[src/rtl/alm_pkg.sv]
// Shared types and constant helpers for the dynamic-range approximate log multiplier.
package alm_pkg;

  typedef enum logic [1:0] {
    ALM_ADAPT = 2'd0,
    ALM_BASE  = 2'd1,
    ALM_EXACT = 2'd2
  } alm_mode_e;

  // Number of fraction bits dropped below the kept mantissa.
  function automatic int unsigned alm_rem(input int unsigned w, input int unsigned m);
    return w - m;
  endfunction

  // Adaptive compensation fires when the dropped bits sum to at least 7/8 of one full LSB.
  function automatic longint unsigned alm_thresh(input int unsigned rem);
    return (64'd7 << rem) >> 3;
  endfunction

  function automatic alm_mode_e alm_decode_mode(input logic [1:0] mode);
    alm_mode_e m;
    case (mode)
      2'd1:    m = ALM_BASE;
      2'd2:    m = ALM_EXACT;
      default: m = ALM_ADAPT;
    endcase
    return m;
  endfunction

endpackage

[src/rtl/lod_nbit.sv]
// Combinational leading-one detector; reports the index of the highest set bit (0 for zero input).
module lod_nbit #(
  parameter int unsigned W = 16,
  localparam int unsigned KW = $clog2(W)
) (
  input  logic [W-1:0]  i_val,
  output logic [KW-1:0] o_k
);

  always_comb begin
    o_k = '0;
    for (int unsigned i = 0; i < W; i++) begin
      if (i_val[i]) o_k = KW'(i);
    end
  end

endmodule

[src/rtl/pipelined_dr_alm_approx_mult.sv]
// Three-stage dynamic-range approximate logarithmic multiplier with valid/ready flow control,
// runtime compensation mode and a tag carried alongside each operation.
module pipelined_dr_alm_approx_mult
  import alm_pkg::*;
#(
  parameter int unsigned W           = 16,
  parameter int unsigned M_WIDTH     = 5,
  parameter int unsigned TAG_W       = 4,
  parameter int unsigned ADAPT_K_MIN = 5
) (
  input  logic             i_clk,
  input  logic             i_rst,
  input  logic             i_valid,
  output logic             o_ready,
  input  logic [W-1:0]     i_a,
  input  logic [W-1:0]     i_b,
  input  logic [1:0]       i_mode,
  input  logic [TAG_W-1:0] i_tag,
  output logic             o_valid,
  input  logic             i_ready,
  output logic [2*W-1:0]   o_z,
  output logic [TAG_W-1:0] o_tag
);

  localparam int unsigned KW  = $clog2(W);
  localparam int unsigned FKW = $clog2(2 * W + 1);
  localparam int unsigned FW  = W - 1;
  localparam int unsigned SXW = M_WIDTH + 2;
  localparam int unsigned ZW  = 2 * W;
  localparam int unsigned MW  = 2 * W + 1;
  localparam int unsigned REM = alm_rem(W, M_WIDTH);

  localparam longint unsigned ThreshL = alm_thresh(REM);
  localparam logic [REM:0]    Thresh  = ThreshL[REM:0];
  localparam logic [FKW-1:0]  MK      = FKW'(M_WIDTH);

  localparam logic [MW-1:0] MagPosMax = {2'b00, {(2 * W - 1){1'b1}}};
  localparam logic [MW-1:0] MagNegMax = {2'b01, {(2 * W - 1){1'b0}}};

  logic en;

  // Stage 1 registers
  logic             s1_valid_d, s1_valid_q;
  logic [W-1:0]     s1_abs_a_d, s1_abs_a_q;
  logic [W-1:0]     s1_abs_b_d, s1_abs_b_q;
  logic [KW-1:0]    s1_k_a_d, s1_k_a_q;
  logic [KW-1:0]    s1_k_b_d, s1_k_b_q;
  logic             s1_sign_d, s1_sign_q;
  logic             s1_zero_d, s1_zero_q;
  alm_mode_e        s1_mode_d, s1_mode_q;
  logic [TAG_W-1:0] s1_tag_d, s1_tag_q;

  // Stage 2 registers
  logic             s2_valid_d, s2_valid_q;
  logic             s2_sign_d, s2_sign_q;
  logic             s2_zero_d, s2_zero_q;
  logic             s2_exact_d, s2_exact_q;
  logic [FKW-1:0]   s2_final_k_d, s2_final_k_q;
  logic [M_WIDTH-1:0] s2_final_x_d, s2_final_x_q;
  logic [ZW-1:0]    s2_prod_d, s2_prod_q;
  logic [TAG_W-1:0] s2_tag_d, s2_tag_q;

  // Stage 3 (output) registers
  logic             s3_valid_d, s3_valid_q;
  logic [ZW-1:0]    s3_z_d, s3_z_q;
  logic [TAG_W-1:0] s3_tag_d, s3_tag_q;

  assign en      = !s3_valid_q || i_ready;
  assign o_ready = en;
  assign o_valid = s3_valid_q;
  assign o_z     = s3_z_q;
  assign o_tag   = s3_tag_q;

  // ---------------------------------------------------------------------------------------------
  // S1: sign, magnitude, leading-one position
  // ---------------------------------------------------------------------------------------------
  logic [W-1:0]  abs_a, abs_b;
  logic [KW-1:0] k_a, k_b;

  always_comb begin
    abs_a = i_a[W-1] ? (~i_a + 1'b1) : i_a;
    abs_b = i_b[W-1] ? (~i_b + 1'b1) : i_b;
  end

  lod_nbit #(.W(W)) u_lod_a (
    .i_val (abs_a),
    .o_k   (k_a)
  );

  lod_nbit #(.W(W)) u_lod_b (
    .i_val (abs_b),
    .o_k   (k_b)
  );

  always_comb begin
    s1_valid_d = i_valid;
    s1_abs_a_d = abs_a;
    s1_abs_b_d = abs_b;
    s1_k_a_d   = k_a;
    s1_k_b_d   = k_b;
    s1_zero_d  = (abs_a == '0) || (abs_b == '0);
    s1_sign_d  = i_a[W-1] ^ i_b[W-1];
    s1_mode_d  = alm_decode_mode(i_mode);
    s1_tag_d   = i_tag;
  end

  // ---------------------------------------------------------------------------------------------
  // S2: normalise, add in the log domain with compensation
  // ---------------------------------------------------------------------------------------------
  logic [KW-1:0]      sh_a, sh_b;
  logic [FW-1:0]      frac_a, frac_b;
  logic [M_WIDTH-1:0] x_a, x_b;
  logic [REM:0]       trunc_sum;
  logic               adapt_ok;
  logic [1:0]         comp;
  logic [SXW-1:0]     sum_x;

  always_comb begin
    sh_a      = KW'(W - 1) - s1_k_a_q;
    sh_b      = KW'(W - 1) - s1_k_b_q;
    // Dropping the MSB of the normalised value leaves the pure fraction.
    frac_a    = FW'(s1_abs_a_q << sh_a);
    frac_b    = FW'(s1_abs_b_q << sh_b);
    x_a       = {frac_a[W-2 -: M_WIDTH-1], 1'b1};
    x_b       = {frac_b[W-2 -: M_WIDTH-1], 1'b1};
    trunc_sum = {1'b0, frac_a[REM-1:0]} + {1'b0, frac_b[REM-1:0]};
    adapt_ok  = (s1_mode_q != ALM_BASE) && (REM > 2) &&
                (32'(s1_k_a_q) >= ADAPT_K_MIN) && (32'(s1_k_b_q) >= ADAPT_K_MIN);
    comp      = (adapt_ok && (trunc_sum >= Thresh)) ? 2'd2 : 2'd1;
    sum_x     = SXW'(x_a) + SXW'(x_b) + SXW'(comp);

    s2_valid_d   = s1_valid_q;
    s2_sign_d    = s1_sign_q;
    s2_zero_d    = s1_zero_q;
    s2_exact_d   = (s1_mode_q == ALM_EXACT);
    s2_final_k_d = FKW'(s1_k_a_q) + FKW'(s1_k_b_q) + FKW'(sum_x[M_WIDTH+1:M_WIDTH]);
    s2_final_x_d = sum_x[M_WIDTH-1:0];
    s2_prod_d    = ZW'(s1_abs_a_q) * ZW'(s1_abs_b_q);
    s2_tag_d     = s1_tag_q;
  end

  // ---------------------------------------------------------------------------------------------
  // S3: antilog, saturate, apply sign
  // ---------------------------------------------------------------------------------------------
  logic [MW-1:0] mant_ext, mag, mag_sat, mag_neg;

  always_comb begin
    mant_ext = MW'({1'b1, s2_final_x_q});
    mag      = '0;
    if (s2_zero_q) begin
      mag = '0;
    end else if (s2_exact_q) begin
      mag = MW'(s2_prod_q);
    end else if (s2_final_k_q >= MK) begin
      mag = mant_ext << (s2_final_k_q - MK);
    end else begin
      mag = mant_ext >> (MK - s2_final_k_q);
    end

    mag_sat = mag;
    if (!s2_sign_q && (mag > MagPosMax)) mag_sat = MagPosMax;
    if (s2_sign_q && (mag > MagNegMax))  mag_sat = MagNegMax;
    mag_neg = ~mag_sat + 1'b1;

    s3_valid_d = s2_valid_q;
    s3_z_d     = (s2_sign_q && !s2_zero_q) ? ZW'(mag_neg) : ZW'(mag_sat);
    s3_tag_d   = s2_tag_q;
  end

  // ---------------------------------------------------------------------------------------------
  // Pipeline registers: the whole pipe moves together on en
  // ---------------------------------------------------------------------------------------------
  always_ff @(posedge i_clk) begin
    if (i_rst) begin
      s1_valid_q   <= 1'b0;
      s1_abs_a_q   <= '0;
      s1_abs_b_q   <= '0;
      s1_k_a_q     <= '0;
      s1_k_b_q     <= '0;
      s1_sign_q    <= 1'b0;
      s1_zero_q    <= 1'b0;
      s1_mode_q    <= ALM_ADAPT;
      s1_tag_q     <= '0;
      s2_valid_q   <= 1'b0;
      s2_sign_q    <= 1'b0;
      s2_zero_q    <= 1'b0;
      s2_exact_q   <= 1'b0;
      s2_final_k_q <= '0;
      s2_final_x_q <= '0;
      s2_prod_q    <= '0;
      s2_tag_q     <= '0;
      s3_valid_q   <= 1'b0;
      s3_z_q       <= '0;
      s3_tag_q     <= '0;
    end else if (en) begin
      s1_valid_q   <= s1_valid_d;
      s1_abs_a_q   <= s1_abs_a_d;
      s1_abs_b_q   <= s1_abs_b_d;
      s1_k_a_q     <= s1_k_a_d;
      s1_k_b_q     <= s1_k_b_d;
      s1_sign_q    <= s1_sign_d;
      s1_zero_q    <= s1_zero_d;
      s1_mode_q    <= s1_mode_d;
      s1_tag_q     <= s1_tag_d;
      s2_valid_q   <= s2_valid_d;
      s2_sign_q    <= s2_sign_d;
      s2_zero_q    <= s2_zero_d;
      s2_exact_q   <= s2_exact_d;
      s2_final_k_q <= s2_final_k_d;
      s2_final_x_q <= s2_final_x_d;
      s2_prod_q    <= s2_prod_d;
      s2_tag_q     <= s2_tag_d;
      s3_valid_q   <= s3_valid_d;
      s3_z_q       <= s3_z_d;
      s3_tag_q     <= s3_tag_d;
    end
  end

endmodule
[config.mk]
export PLATFORM = sky130hd
export DESIGN_NAME = pipelined_dr_alm_approx_mult
export DESIGN_NICKNAME = d
export VERILOG_FILES = /design/src/rtl/alm_pkg.sv /design/src/rtl/lod_nbit.sv /design/src/rtl/pipelined_dr_alm_approx_mult.sv
export SDC_FILE = /design/constraint.sdc
export NUM_CORES = 1
export LEC_CHECK = 0
export ABC_AREA = 1
export ABC_CLOCK_PERIOD_IN_PS = 7300
export CAP_MARGIN = 25
export CORE_UTILIZATION = 50
export DETAILED_ROUTE_END_ITERATION = 8
export DONT_BUFFER_PORTS = 1
export PLACE_DENSITY = 0.7
export SLEW_MARGIN = 20
export SYNTH_ARGS = -nofsm -noshare
export SYNTH_HDL_FRONTEND = slang
export SYNTH_SLANG_ARGS = --single-unit
[constraint.sdc]
create_clock -name i_clk -period 7.3 [get_ports i_clk]
set_input_delay 1.46 -clock i_clk [delete_from_list [all_inputs] [get_ports i_clk]]
set_output_delay 1.46 -clock i_clk [all_outputs]
set_load 0.02 [all_outputs]
# After elaboration in Yosys (flattened, before gate mapping)
# Index checks and enable logic that the tools add are counted.
op_classes:
  add_sub_neg: 12
  mul: 1
  n_lt_le_gt_ge: 6
  eq_ne: 4
  shift: 4
  n_mux: 40
  bitwise_logic: 4
  reduce_logical: 13
ops:
  columns: ["cell", "count"]
  rows:
  - ["33-bit 2-to-1 mux", 3]
  - ["32-bit 2-to-1 mux", 3]
  - ["4-bit 2-to-1 mux", 16]
  - ["33-bit by 31-bit > comparator with 1-bit output, second input constant", 1]
  - ["33-bit by 32-bit > comparator with 1-bit output, second input constant", 1]
  - ["6-bit by 6-bit << shifter with 33-bit output", 1]
  - ["6-bit by 6-bit right shift with 33-bit output", 1]
  - ["16-bit by 1-bit adder with 16-bit output, second input constant", 2]
  - ["32-bit by 1-bit adder with 32-bit output, second input constant", 1]
  - ["16-bit zero test", 2]
  - ["16-bit by 16-bit multiplier with 32-bit output", 1]
  - ["16-bit 2-to-1 mux", 2]
  - ["16-bit NOT", 2]
  - ["32-bit NOT", 1]
  - ["16-bit by 4-bit << shifter with 15-bit output", 2]
  - ["3-bit 2-to-1 mux", 8]
  - ["11-bit by 11-bit adder with 12-bit output", 1]
  - ["12-bit by 11-bit greater-or-equal comparator with 1-bit output, second input constant", 1]
  - ["2-bit 2-to-1 mux", 5]
  - ["4-bit by 3-bit greater-or-equal comparator with 1-bit output, second input constant", 2]
  - ["4-bit subtractor, first input constant", 2]
  - ["6-bit by 2-bit adder with 7-bit output", 1]
  - ["5-bit by 2-bit adder with 6-bit output", 1]
  - ["5-bit by 5-bit adder with 6-bit output", 1]
  - ["13 further kinds", 23]
totals:
  register_bits: 137
  inputBits: 42
  output_inout_bits: 38
  word_cells: 104

# Logic depth before layout (Yosys ltp)
depth:
  depth_word: 18
  mapped_depth: 35
  depth_no_buf: 33

# Hierarchy
# A second synthesis with hierarchy kept.
hier_totals:
  cells_unflattened: 2938
  hier_area_um2: 19428.6
by_module_without_submodules:
  columns: ["mod", "instances", "cells_each", "area_per_inst_um2", "seq_area_each_um2"]
  rows:
  - ["pipelined_dr_alm_approx_mult", 1, 2856, 19093.3, 2742.6]
  - ["lod_nbit", 2, 41, 167.7, 0.0]

# Worst setup path after synthesis
# OpenSTA, ideal clock, no wires.
synth_timing:
  kind: "register -> register"
  startpoint: "register s1_abs_a_q[5]"
  endpoint: "register s2_prod_q[28]"
  setup_time_ps: 116
  arrival_ps: 6137
  t_required_ps: 7184
  setup_slack_ps: 1046
  path_stages_with_launch: 26
  path_buffers: 2
  period_less_slack_ps: 6254
  path_cell_list: "dfxtp_1 clkbuf_1 clkbuf_1 nand2_1 fa_1 inv_1 fa_1 inv_1 fa_1 fa_1 fa_1 inv_1 fa_1 ha_1 a21oi_1 a21boi_0 o21ai_0 a21oi_1 inv_1 a21oi_1 o21ai_0 a21oi_1 xor2_1 nand2_1 o211ai_1 inv_1"
synth_between:
  elab_chain_cells: 1
synth_lines:
  columns: ["item", "line_no", "text"]
  rows:
  - ["from (decl)", "pipelined_dr_alm_approx_mult.sv:44", "logic [W-1:0] s1_abs_a_d, s1_abs_a_q;"]
  - ["from (signal assigned)", "pipelined_dr_alm_approx_mult.sv:197", "s1_abs_a_q <= s1_abs_a_d;"]
  - ["16-bit by 16-bit multiplier with 32-bit output", "pipelined_dr_alm_approx_mult.sv:138", "s2_prod_d = ZW'(s1_abs_a_q) * ZW'(s1_abs_b_q);"]
  - ["to (signal assigned)", "pipelined_dr_alm_approx_mult.sv:211", "s2_prod_q <= s2_prod_d;"]
  - ["to (decl)", "pipelined_dr_alm_approx_mult.sv:60", "logic [ZW-1:0] s2_prod_d, s2_prod_q;"]
# Every way passes these cells.
# A chain may end at the register's enable or synchronous reset.

# Worst setup path in the final report
layout_timing:
  startpoint: "register s1_abs_b_q[5]"
  endpoint: "register s2_prod_q[28]"
layout_between:
  elab_chain_cells: 1
layout_lines:
  columns: ["item", "line_no", "text"]
  rows:
  - ["from (decl)", "pipelined_dr_alm_approx_mult.sv:45", "logic [W-1:0] s1_abs_b_d, s1_abs_b_q;"]
  - ["from (signal assigned)", "pipelined_dr_alm_approx_mult.sv:198", "s1_abs_b_q <= s1_abs_b_d;"]
  - ["16-bit by 16-bit multiplier with 32-bit output", "pipelined_dr_alm_approx_mult.sv:138", null]
# Every way passes these cells.

==> flow_metrics.tcl <==
set metrics [dict create \
    rr_worst_depth 23 \
    cp_top_family "adder cells" \
    start_util_pct 50.75 \
    synth.avg_cell_area_um2 6.657 \
    fmax_mhz 147.8 \
    die-area_mm2 0.03893 \
    antenna_found_initial 0 \
    p_sw_share_pct 51.63 \
    worstMarginPinSlew_ns 0.8727 \
    seq_area_frac_synth_pct 14.38 \
    die_h_um 197.3 \
    setup_violations 0 \
    critPathCaptureType "flop" \
    cts_tree "yes" \
    power.density_mw_per_mm2 248.7 \
    fin_ws_ns 0.5334 \
    firstDrtPassIters 5 \
    syn_to_final_growth_pct 4.723 \
    final_cell_mix "nand2_1 (787), inv_1 (551), o21ai_0 (221)" \
    drive_gt1_share_pct 4.281 \
    crit_top_cell "fa_1" \
    postCtsSetupBuffers 0 \
    fin_crit_sh_pct 92.69 \
    cp_data_required_time_ns 7.63 \
    timing.rr.start "s1_abs_b_q[5]" \
    place_congestion 0.9681 \
    wl_per_cell_um 16.70 \
    path_class "flop to flop" \
    hold_end "o_valid" \
    cp_slowest_cell "dfxtp_1" \
    netlist_instances 2865 \
    min_period_ns 6.767 \
    p_leak_nw 11.35 \
    critical_path.max_fanout 19 \
    reg2reg_slack_ns 0.53 \
    internal_power_mw 2.402 \
    critPathArrivalTime_ns 7.10 \
    dp_hpwl_mm 44.25 \
    num_vias 17680 \
    worstHoldStart "s2_valid_q" \
    overflow 0 \
    detail-route-antenna-nets 0 \
    grt_pass1_vias 17170 \
    hold_viol 0 \
    cp.buffers_inverters 5 \
    fin_tns_setup_ns 0 \
    clk_latency_ns 0.43 \
    seq_power_share_pct 23.2 \
    cts-root-buf "clkbuf_16" \
    nets 3142 \
    syn_area_mm2 0.01907 \
    yosysWarnings 0 \
    hold_depth 2 \
    grt_pass1_wl_mm 90.45 \
    synthDistinctLibCells 49 \
    r2r-end "s2_prod_q[28]" \
    syn_nets 3240 \
    cts.clk_slew.worst_paths_ns 0.07 \
    numCtsBuffers 17 \
    p_switching_mw 2.565 \
    comb_power_share_pct 58.2 \
    coreArea_mm2 0.03758 \
    n_antenna_cell 0 \
    fin_skew_ns 0.01175 \
    final_core_util_pct 53.15 \
    ys_ff_latch 137 \
    h-tree-depth 4 \
    drt_iter0_markers 1540 \
    critical-path-max-stage-delay_ns 0.74 \
    layout_commonest_cell "nand2_1" \
    post_cts_resized 0 \
    yosys.area.top_type_share_pct 20.68 \
    wl_mm 54.96 \
    grt.total_usage_pct 29.34 \
    status "complete, no violations" \
    die_x_um 197.3 \
    dp_slack_ns 0.6301 \
    min_path_type "flop to flop" \
    drv_cap 0 \
    cts_sinks 137 \
    cp-start-kind "flop" \
    via_per_inst 5.372 \
    rsz0062_at_grt "false" \
    clockPowerShare_pct 18.6 \
    synth_area_leaders "fa_1 (21%), nand2_1 (15%), dfxtp_1 (14%)" \
    synth_area_leader_cell "fa_1" \
    grt_max_degree 127 \
    path_cells "nand2_1, fa_1, inv_1, fa_1, inv_1, fa_1, fa_1, fa_1, inv_1, fa_1, ha_1, a21oi_1, a21boi_0, o21ai_0, a21oi_1, inv_1, a21oi_1, o21ai_0, a21oi_1, xor2_1, nand2_1, o211ai_1, inv_1" \
    slew_violations 0 \
    cts_buffer_depth 2 \
    relSlewSlack_pct 41.74 \
    postCtsHoldBufs 0 \
    io_buffers 0 \
    drc 0 \
    ios 80 \
    fp-row-count 71 \
    max-vdd-ir-drop_uv 190.8 \
    power_mw 4.967 \
]
## state kept, by name, indices dropped and copies added (netlist names), 2 cells and up
signal / flops
o_z: 32
s2_prod_q: 32
s1_abs_a_q: 16
s1_abs_b_q: 16
s2_final_k_q: 6
s2_final_x_q: 5
o_tag: 4
s1_k_a_q: 4
s1_k_b_q: 4
s1_tag_q: 4
s2_tag_q: 4
s1_mode_q: 2
## worst max path at each step
| stage | start | to | slack, ns | depth (start not counted) |
|---|---|---|---|---|
| 6_report | s1_abs_b_q[5] | s2_prod_q[28] | 0.53 | 23 |
| 5_1_grt | s1_abs_b_q[5] | s2_prod_q[28] | 0.14 | 23 |
| 3_5_place_dp | s1_abs_b_q[5] | s2_prod_q[28] | 0.63 | 23 |
| 3_3_place_gp | s1_abs_b_q[5] | s2_prod_q[28] | 0.75 | 23 |
| 2_1_floorplan | s1_abs_a_q[5] | s2_prod_q[28] | 1.05 | 25 |
| 4_1_cts | s1_abs_b_q[5] | s2_prod_q[28] | 0.57 | 23 |
## worst reg2reg max path, cell delays in order (launching register included)
cell and delay [ns]:
dfxtp_1 0.74, nand2_1 0.17, fa_1 0.55, inv_1 0.06, fa_1 0.54, inv_1 0.06
fa_1 0.54, fa_1 0.45, fa_1 0.55, inv_1 0.06, fa_1 0.48, ha_1 0.38
a21oi_1 0.14, a21boi_0 0.33, o21ai_0 0.27, a21oi_1 0.26, inv_1 0.08, a21oi_1 0.24
o21ai_0 0.17, a21oi_1 0.20, xor2_1 0.16, nand2_1 0.06, o211ai_1 0.10, inv_1 0.06
## Yosys cell counts (all sizes together)
cell type / number
buf: 31
a31oi: 11
o21bai: 27
nand3: 112
a221o: 2
fa: 197
mux2i: 4
nand3b: 2
o211ai: 37
o211a: 2
xor2: 42
or2: 12
a211oi: 5
nor2: 182
clkbuf: 117
nand4: 19
ha: 136
o21ai: 244
dfxtp: 137
a21boi: 1
xnor2: 24
a21oi: 110
nor4: 8
clkinv: 4
nand2: 801
and2: 1
o31ai: 3
o311ai: 4
nor3: 15
o221ai: 7
a31o: 3
inv: 560
a21o: 5
## layer usage
layer	vias up	wire length, um	track usage, %
met2	588	25600	47.64
met4	0	1653	9.991
li1	8635	-	-
met1	8380	24960	40.65
met3	77	2751	3.039
met5	-	0	0
## logic make-up (layout without fill, tap and decap cells)
group           after synthesis  in the layout  share of synthesized area [%]
xor+xnor                     66             66                          3.031
flops                       137            137                          14.38
mux                           4              4                         0.2099
compound gates              461            461                          13.67
simple gates               1152           1152                          24.80
buf+inv                     712            627                          14.31
fa+ha+maj                   333            333                          29.60
## stage by stage
| step | std cells | instance area, um^2 | hold slack, ns |
|---|---|---|---|
| 2_1_floorplan | 2865 | 19070 | 0.4297 |
| 3_3_place_gp | 3259 | 19340 | 0.4422 |
| 3_5_place_dp | 3259 | 19340 | 0.4600 |
| 4_1_cts | 3291 | 19970 | 0.4691 |
| 5_1_grt | 3291 | 19970 | 0.4899 |
| 6_report | 3291 | 19970 | 0.4648 |
## power by group through the flow
stage,combinational [mW],sequential [mW],clock [mW]
global route,3.30,1.17,0.968
CTS,2.86,1.15,0.939
detailed placement,2.82,1.17,0
global placement,2.80,1.16,0
floorplan,2.21,1.05,0
finish,2.89,1.15,0.925
## cell type report
cell class                      instances  area [um^2]
Inverter                              564         2122
Clock inverter                         15        198.9
Fill cell                            3749        17600
Timing Repair Buffer                   31        236.5
Sequential cell                       137         2743
Clock buffer                           17        425.4
Tap cell                              511        639.4
Multi-Input combinational cell       2016        13610
Note: power is estimated with default switching activity, not from simulation.
